`config.mk`:
```
export PLATFORM = sky130hd
export DESIGN_NAME = e203_exu_wbck_arb
export DESIGN_NICKNAME = d
export VERILOG_FILES = /design/src/rtl/e203_exu_wbck_arb.sv
export SDC_FILE = /design/constraint.sdc
export NUM_CORES = 1
export LEC_CHECK = 0
export BUFFER_PORTS_ARGS = -buffer_cell sky130_fd_sc_hd__buf_2
export CAP_MARGIN = 10
export CORE_MARGIN = 2
export CORE_UTILIZATION = 35
export CTS_CLUSTER_SIZE = 12
export DETAILED_ROUTE_END_ITERATION = 8
export SLEW_MARGIN = 0
export SYNTH_ARGS = -nofsm -noshare
export SYNTH_HDL_FRONTEND = slang
export SYNTH_SLANG_ARGS = --single-unit
```
`constraint.sdc`:
```
create_clock -name clk -period 7.4 [get_ports clk]
set_input_delay 1.11 -clock clk [delete_from_list [all_inputs] [get_ports clk]]
set_output_delay 1.11 -clock clk [all_outputs]
set_load 0.005 [all_outputs]
```
`src/rtl/e203_exu_wbck_arb.sv`:
```
// Write-back arbiter: merges ALU results and FIFO-buffered long-pipe results into one registered regfile write.
// Optional macro E203_WBCK_ARB_PERF_EN adds saturating per-source write-back counters.
module e203_exu_wbck_arb #(
  parameter int XLEN       = 32,
  parameter int RFIDX_W    = 5,
  parameter int FIFO_DEPTH = 2,
  localparam int PTR_W     = $clog2(FIFO_DEPTH),
  localparam int CNT_W     = PTR_W + 1
) (
  input  logic               clk,
  input  logic               rst_n,
  input  logic               alu_wbck_i_valid,
  output logic               alu_wbck_i_ready,
  input  logic [XLEN-1:0]    alu_wbck_i_wdat,
  input  logic [RFIDX_W-1:0] alu_wbck_i_rdidx,
  input  logic               lpipe_wbck_i_valid,
  output logic               lpipe_wbck_i_ready,
  input  logic [XLEN-1:0]    lpipe_wbck_i_wdat,
  input  logic [RFIDX_W-1:0] lpipe_wbck_i_rdidx,
  output logic               wbck_dest_wen,
  output logic [RFIDX_W-1:0] wbck_dest_idx,
  output logic [XLEN-1:0]    wbck_dest_dat,
  output logic [CNT_W-1:0]   lpipe_fifo_cnt,
`ifdef E203_WBCK_ARB_PERF_EN
  output logic [31:0]        perf_alu_cnt,
  output logic [31:0]        perf_lpipe_cnt,
`endif
  output logic               wbck_busy
);

  // Handshake: a transfer happens on a rising edge where valid & ready are both high.
  // Both readies are decoded from the registered FIFO count only, so they never depend on valid.

  logic [XLEN-1:0]    fifo_dat [FIFO_DEPTH];
  logic [RFIDX_W-1:0] fifo_idx [FIFO_DEPTH];
  logic [PTR_W-1:0]   rd_ptr;
  logic [PTR_W-1:0]   wr_ptr;
  logic [CNT_W-1:0]   cnt;

  logic               fifo_empty;
  logic               fifo_full;
  logic               push;
  logic               pop;

  logic               grant_vld;
  logic [RFIDX_W-1:0] grant_idx;
  logic [XLEN-1:0]    grant_dat;
  logic               grant_wr;

  assign fifo_empty         = (cnt == '0);
  assign fifo_full          = (cnt == CNT_W'(FIFO_DEPTH));
  assign lpipe_wbck_i_ready = !fifo_full;
  assign alu_wbck_i_ready   = fifo_empty;
  assign push               = lpipe_wbck_i_valid & lpipe_wbck_i_ready;
  assign pop                = !fifo_empty;

  // The FIFO head always wins; a just-pushed entry is only visible from the next cycle.
  always_comb begin
    grant_vld = 1'b0;
    grant_idx = alu_wbck_i_rdidx;
    grant_dat = alu_wbck_i_wdat;
    if (!fifo_empty) begin
      grant_vld = 1'b1;
      grant_idx = fifo_idx[rd_ptr];
      grant_dat = fifo_dat[rd_ptr];
    end else if (alu_wbck_i_valid) begin
      grant_vld = 1'b1;
    end
  end

  // x0 writes are consumed but never reach the regfile port.
  assign grant_wr = grant_vld & (grant_idx != '0);

  always_ff @(posedge clk) begin
    if (!rst_n) begin
      rd_ptr <= '0;
      wr_ptr <= '0;
      cnt    <= '0;
    end else begin
      if (push) wr_ptr <= wr_ptr + PTR_W'(1);
      if (pop)  rd_ptr <= rd_ptr + PTR_W'(1);
      case ({push, pop})
        2'b10:   cnt <= cnt + CNT_W'(1);
        2'b01:   cnt <= cnt - CNT_W'(1);
        default: cnt <= cnt;
      endcase
    end
  end

  // Storage needs no reset: entries are only read between the pointers.
  always_ff @(posedge clk) begin
    if (push) begin
      fifo_dat[wr_ptr] <= lpipe_wbck_i_wdat;
      fifo_idx[wr_ptr] <= lpipe_wbck_i_rdidx;
    end
  end

  always_ff @(posedge clk) begin
    if (!rst_n) begin
      wbck_dest_wen <= 1'b0;
      wbck_dest_idx <= '0;
      wbck_dest_dat <= '0;
    end else begin
      wbck_dest_wen <= grant_wr;
      if (grant_wr) begin
        wbck_dest_idx <= grant_idx;
        wbck_dest_dat <= grant_dat;
      end
    end
  end

  assign lpipe_fifo_cnt = cnt;
  assign wbck_busy      = !fifo_empty | wbck_dest_wen;

`ifdef E203_WBCK_ARB_PERF_EN
  logic [31:0] perf_alu_q;
  logic [31:0] perf_lpipe_q;
  logic        grant_lpipe;

  assign grant_lpipe = !fifo_empty;

  always_ff @(posedge clk) begin
    if (!rst_n) begin
      perf_alu_q   <= '0;
      perf_lpipe_q <= '0;
    end else begin
      if (grant_wr && !grant_lpipe && !(&perf_alu_q))  perf_alu_q   <= perf_alu_q + 32'd1;
      if (grant_wr &&  grant_lpipe && !(&perf_lpipe_q)) perf_lpipe_q <= perf_lpipe_q + 32'd1;
    end
  end

  assign perf_alu_cnt   = perf_alu_q;
  assign perf_lpipe_cnt = perf_lpipe_q;
`endif

endmodule

```
### Yosys cells after proc, flatten, opt, wreduce, memory -nomap -nowiden

Memory sizes are Yosys's and may differ from the RTL's. A register that Yosys moved wholly into a read port is not among the register bits.
Cells that the tools add are included.

| storage, ports and cells | value |
|---|---|
| register bits | 42 |
| RAM bits | 74 |
| input bits | 78 |
| word-level logic and storage cells | 34 |
| memories kept | 2 |

Memories:

| memory | depth | width | read ports | clocked after Yosys merged registers in | write ports | RTL line | source |
|---|---|---|---|---|---|---|---|
| fifo_dat | 2 | 32 | 1 | 1 | 1 | 34 | `logic [XLEN-1:0] fifo_dat [FIFO_DEPTH];` |
| fifo_idx | 2 | 5 | 1 | 1 | 1 | 35 | `logic [RFIDX_W-1:0] fifo_idx [FIFO_DEPTH];` |

| operators by class | value |
|---|---|
| add/subtract/negate cells | 4 |
| equality and inequality tests | 3 |
| mux-type cells | 11 |
| bitwise operators | 3 |
| reduce and logical (&&, ||, !) cells | 5 |

Operators with widths:

| operator | count |
|---|---|
| $mux 32 | 1 |
| $mux 1 | 8 |
| $mux 5 | 1 |
| $reduce_bool 5->1 | 1 |
| $eq 2x2->1 const B | 2 |
| $pmux 2 s2 | 1 |
| $add 1x1->1 const B | 2 |
| $add 2x1->2 const B | 1 |
| $and 1x1->1 | 2 |
| $eq 2x1->1 const B | 1 |
| $logic_not 1->1 | 2 |
| $logic_not 2->1 | 1 |
| $reduce_bool 2->1 | 1 |
| $sub 2x1->2 const B | 1 |
| $or 1x1->1 | 1 |

### Depth between registers and ports, before layout

| logic depth | value |
|---|---|
| word-level depth | 5 |
| mapped depth | 8 |
| mapped depth without buffers | 6 |

### Least setup slack after synthesis

No wires, ideal clock.

| timing path | value |
|---|---|
| path kind | input -> register |
| start | in lpipe_wbck_i_valid |
| end | mem fifo_dat[0][0], enable pin |
| library setup time | 0.433 ns |
| data arrival time | 2.773 ns |
| required time | 6.967 ns |
| setup slack | 4.195 ns |
| stages on the path | 2 |
| buffers on the path | 0 |
| path through | nand2_1 > nor2_1 |

| between the ends | value |
|---|---|
| word-level cells in the longest chain between the ends | 3 |

RTL lines:

| element | RTL line | source |
|---|---|---|
| from (decl) | 16 | `input logic lpipe_wbck_i_valid,` |
| $and 1x1->1 | 54 | `assign push = lpipe_wbck_i_valid & lpipe_wbck_i_ready;` |
| $mux 1 | 92 | `if (push) begin` |
| $mux 1 (not written as such) | 93 | `fifo_dat[wr_ptr] <= lpipe_wbck_i_wdat;` |
| to (decl) | 34 |  |

No other way between the ends.

### Worst setup path after layout

| timing path | value |
|---|---|
| start | reg cnt[0] (netlist: lpipe_fifo_cnt[0]) |
| end | reg wbck_dest_dat[15] |

| between the ends | value |
|---|---|
| word-level cells in the longest chain between the ends | 4 |
| elaborated cells between the ends (all ways) | 6 |
| those cells by class | mux (3); bitwise (1); reduce/logical (2) |

RTL lines:

| element | RTL line | source |
|---|---|---|
| from (decl) | 38 | `logic [CNT_W-1:0] cnt;` |
| from (signal assigned) | 83 | `2'b10: cnt <= cnt + CNT_W'(1);` |
| from (signal assigned) | 84 | `2'b01: cnt <= cnt - CNT_W'(1);` |
| from (signal assigned) | 85 | `default: cnt <= cnt;` |
| $logic_not 2->1 (*) | 50 | `assign fifo_empty = (cnt == '0);` |
| $mux 5 | 62 | `if (!fifo_empty) begin` |
| $reduce_bool 5->1 | 72 | `assign grant_wr = grant_vld & (grant_idx != '0);` |
| $and 1x1->1 | 72 |  |
| to (signal assigned) | 107 | `wbck_dest_dat <= grant_dat;` |
| to (decl) | 22 | `output logic [XLEN-1:0] wbck_dest_dat,` |

Every way passes the cells marked *; elsewhere a longest branch is shown, timed or not.
A chain may end at the register's enable or synchronous reset.

==> insert_results.sql <==
INSERT INTO impl_metrics (metric_group, metric, value, unit) VALUES
('yosys', 'mappedNetlistArea', '5340', 'um2'),
('detailed_routing', 'per_cell_routed_wire_length', '16.9', 'um'),
('placed_design', 'portBuffers', '120', ''),
('yosys', 'synth.distinct_cells', '35', ''),
('yosys', 'post_synth_main_area_contributors', 'edfxtp_1 42%, dfxtp_1 16%, nand4_1 7.5%', ''),
('clock_tree', 'cts.hold.buffers_added', '0', ''),
('setup_path', 'endpoint_arrival_time_on_the_critical_path', '3.50', 'ns'),
('timing', 'max_freq', '316', 'MHz'),
('timing', 'timing.clock.skew', '0.00492', 'ns'),
('timing', 'setup_violations', '0', ''),
('yosys', 'synth-seq-area-share', '57.7', '%'),
('min_path', 'holdCritStartpoint', 'wbck_dest_dat[1]', ''),
('yosys', 'mappedNetlistNets', '556', ''),
('setup_path', 'path_max_fanout', '41', ''),
('die', 'effective_utilization_at_floorplan', '35.5', '%'),
('flow_run', 'drv_cap', '0', ''),
('grt', 'number_of_global_route_vias_before_repair', '4023', ''),
('yosys', 'synthDominantAreaCellType', 'edfxtp_1', ''),
('detailed_routing', 'viasPerCell', '5.26', ''),
('die', 'num_rows', '45', ''),
('power_and_ir_drop', 'worst_ir_drop_vdd', '0.185', 'mV'),
('layout', 'layout.nets', '658', ''),
('layout', 'mostFrequentLayoutCell', 'buf_2', ''),
('layout', 'fraction_of_layout_instances_using_a_drive_strength_above_1', '28.6', '%'),
('timing', 'timing.max_slew.rel_slack', '15.6', '%'),
('power_and_ir_drop', 'p_switching', '0.956', 'mW'),
('die', 'die_width', '128', 'um'),
('layout', 'synthToLayoutAreaGrowth', '21.9', '%'),
('die', 'design.die.area', '16300', 'um2'),
('grt', 'antenna_violations_before_repair', '0', ''),
('grt', 'grt_max_degree', '76', ''),
('yosys', 'avgSynthCellArea', '11.2', 'um2'),
('grt', 'global_route.usage.total', '16.2', '%'),
('timing', 'tightestPinTransition', '1.27', 'ns'),
('setup_path', 'cp-startpoint', 'lpipe_fifo_cnt[0]', ''),
('placed_design', 'hpwlAfterDp', '8210', 'um'),
('run_status', 'status', 'finished, final reports clean', ''),
('setup_path', 'critical_path_buf_inv_count', '1', ''),
('timing', 'grt_setup_unrepaired', 'false', ''),
('setup_path', 'timing.critical_path.required', '7.74', 'ns'),
('clock_tree', 'post_cts_resize_count', '0', ''),
('clock_tree', 'clock_path_buffers', '2', ''),
('layout', 'num_antenna_cells', '0', ''),
('setup_path', 'startpoint_of_the_worst_slack_reg_to_reg_timing_path', 'lpipe_fifo_cnt[0]', ''),
('detailed_routing', 'detailedRoute.firstIterationViolations', '228', ''),
('yosys', 'syn-instance-count', '477', ''),
('clock_tree', 'cts_setup_buffers', '0', ''),
('power_and_ir_drop', 'combPwrFrac', '35.2', '%'),
('layout', 'finish.cell_count_without_fillers', '779', ''),
('die', 'top_level_ports', '121', ''),
('die', 'y_dimension_of_the_die', '128', 'um'),
('timing', 'crit_share_post_route', '42.8', '%'),
('power_and_ir_drop', 'p_leak', '2.48', 'nW'),
('placed_design', 'place_congestion', '0.731', ''),
('power_and_ir_drop', 'pwr-share-clk', '27.7', '%'),
('layout', 'fill_cells', '1441', ''),
('detailed_routing', 'remaining_drc_errors', '0', ''),
('power_and_ir_drop', 'p_sw_share', '36.3', '%'),
('clock_tree', 'clkSlewWorstSetupHoldPaths', '0.05', 'ns'),
('die', 'core_area', '15000', 'um2'),
('detailed_routing', 'router_iterations_before_antenna_repair', '6', ''),
('clock_tree', 'cts-buffers-inserted', '17', ''),
('setup_path', 'cp_cell_sequence', 'or2_2 > buf_4 > a21oi_2 > or2_1 > nand2_1 > nand4_1', ''),
('detailed_routing', 'drt-total-wl', '13200', 'um'),
('setup_path', 'slowest_stage', 'or2_1', ''),
('clock_tree', 'cts_num_sinks', '117', ''),
('setup_path', 'slowest_delay', '1.00', 'ns'),
('clock_tree', 'tritoncts_clock_tree', 'yes', ''),
('setup_path', 'start_kind', 'register', ''),
('layout', 'most-common-layout-cells', '120 x buf_2, 74 x edfxtp_1, 64 x nand4_1', ''),
('setup_path', 'critical_path.top_delay_family', 'simple AND/OR/NAND/NOR gates', '');
layer usage:
| metal | GRT usage [%] | up-vias | wire (um) |
|---|---|---|---|
| met5 | 0 | - | 0 |
| met4 | 5.30 | 0 | 163 |
| met3 | 6.49 | 17 | 1040 |
| met2 | 26.5 | 136 | 6230 |
| met1 | 19.7 | 1963 | 5780 |
| li1 | - | 1985 | - |
state kept, by name, summed over array words and instances (netlist names), named ones only:
register / flops
wbck_dest_dat: 32
wr_ptr: 1
rd_ptr: 1
fifo_dat: 64
fifo_idx: 10
wbck_dest_idx: 5
wbck_dest_wen: 1
lpipe_fifo_cnt: 2
synth_stat cells:
library cell  number
dfxtp_1           43
buf_2             17
xnor2_1            3
nor3_1             5
nand2_4            1
nor3_4             1
a21boi_0           1
inv_2              1
nor2_4             1
nand4_1           64
buf_6              9
a21oi_2           10
or3_4              1
ha_1               1
nand2_2            1
or2b_1             1
o21a_1             1
or2_1              2
edfxtp_1          74
nor2_2             1
a21oi_1            1
nand2b_1          32
and2_1             6
clkbuf_1          13
a211oi_1          32
a21o_1             3
nand2_1           36
or3_1              2
clkbuf_4           1
nor2_1            38
buf_4              2
o21ai_0            3
nand3_1           32
mux2i_1           37
and3_1             1
per-stage QoR:
step / hold WS, ns / util, % / worst slack, ns / cell area, um2 / power [mW]
after floorplan: 0.505 / - / 4.19 / 5340 / 1.65
after global placement: 0.495 / 39.7 / 4.23 / 5960 / 1.89
after detailed placement: 0.505 / 39.7 / 4.15 / 5960 / 1.92
after CTS: 0.515 / 43.1 / 4.24 / 6480 / 2.66
after global routing: 0.536 / 43.3 / 3.97 / 6510 / 2.81
final: 0.515 / 43.3 / 4.23 / 6510 / 2.64
worst paths after layout:
check                                    endpoint  slack (ns)  cells past startpoint
worst max-delay path            wbck_dest_dat[15]        4.23                      6
worst min-delay path             wbck_dest_dat[1]        0.51                      2
worst max register to register  wbck_dest_dat[15]        4.23                      6
worst min register to register   wbck_dest_dat[1]        0.51                      2
area by class of cell:
type,count,area (um2),share of cell area (%)
inverters,1,3.75,0.0576
well taps,188,235,3.61
clock buffers,24,462,7.09
flip-flops and latches,117,3080,47.4
multi-input cells,317,2010,30.9
clock inverters,7,57.6,0.884
repair buffers,125,658,10.1
power groups by stage:
stage               combinational, mW  clock, mW  sequential, mW
finish                          0.929      0.731           0.977
global route                     1.04      0.775           0.996
CTS                             0.935      0.744           0.977
detailed placement              0.934          0           0.987
global placement                0.907          0           0.978
floorplan                       0.691          0           0.961
kinds of logic after synthesis:
logic type | count (synthesis) | share of synthesized area [%]
buf+inv | 43 | 4.90
flops | 117 | 57.7
simple gates | 225 | 22.5
xor+xnor | 3 | 0.492
compound gates | 51 | 7.21
fa+ha+maj | 1 | 0.234
mux | 37 | 6.93
worst reg2reg max path: stages (launching register included):
cell	delay [ns]
dfxtp_1	0.44
or2_2	0.60
buf_4	0.39
a21oi_2	0.34
or2_1	1.00
nand2_1	0.17
nand4_1	0.17
Power figures use the tool's default switching activity.
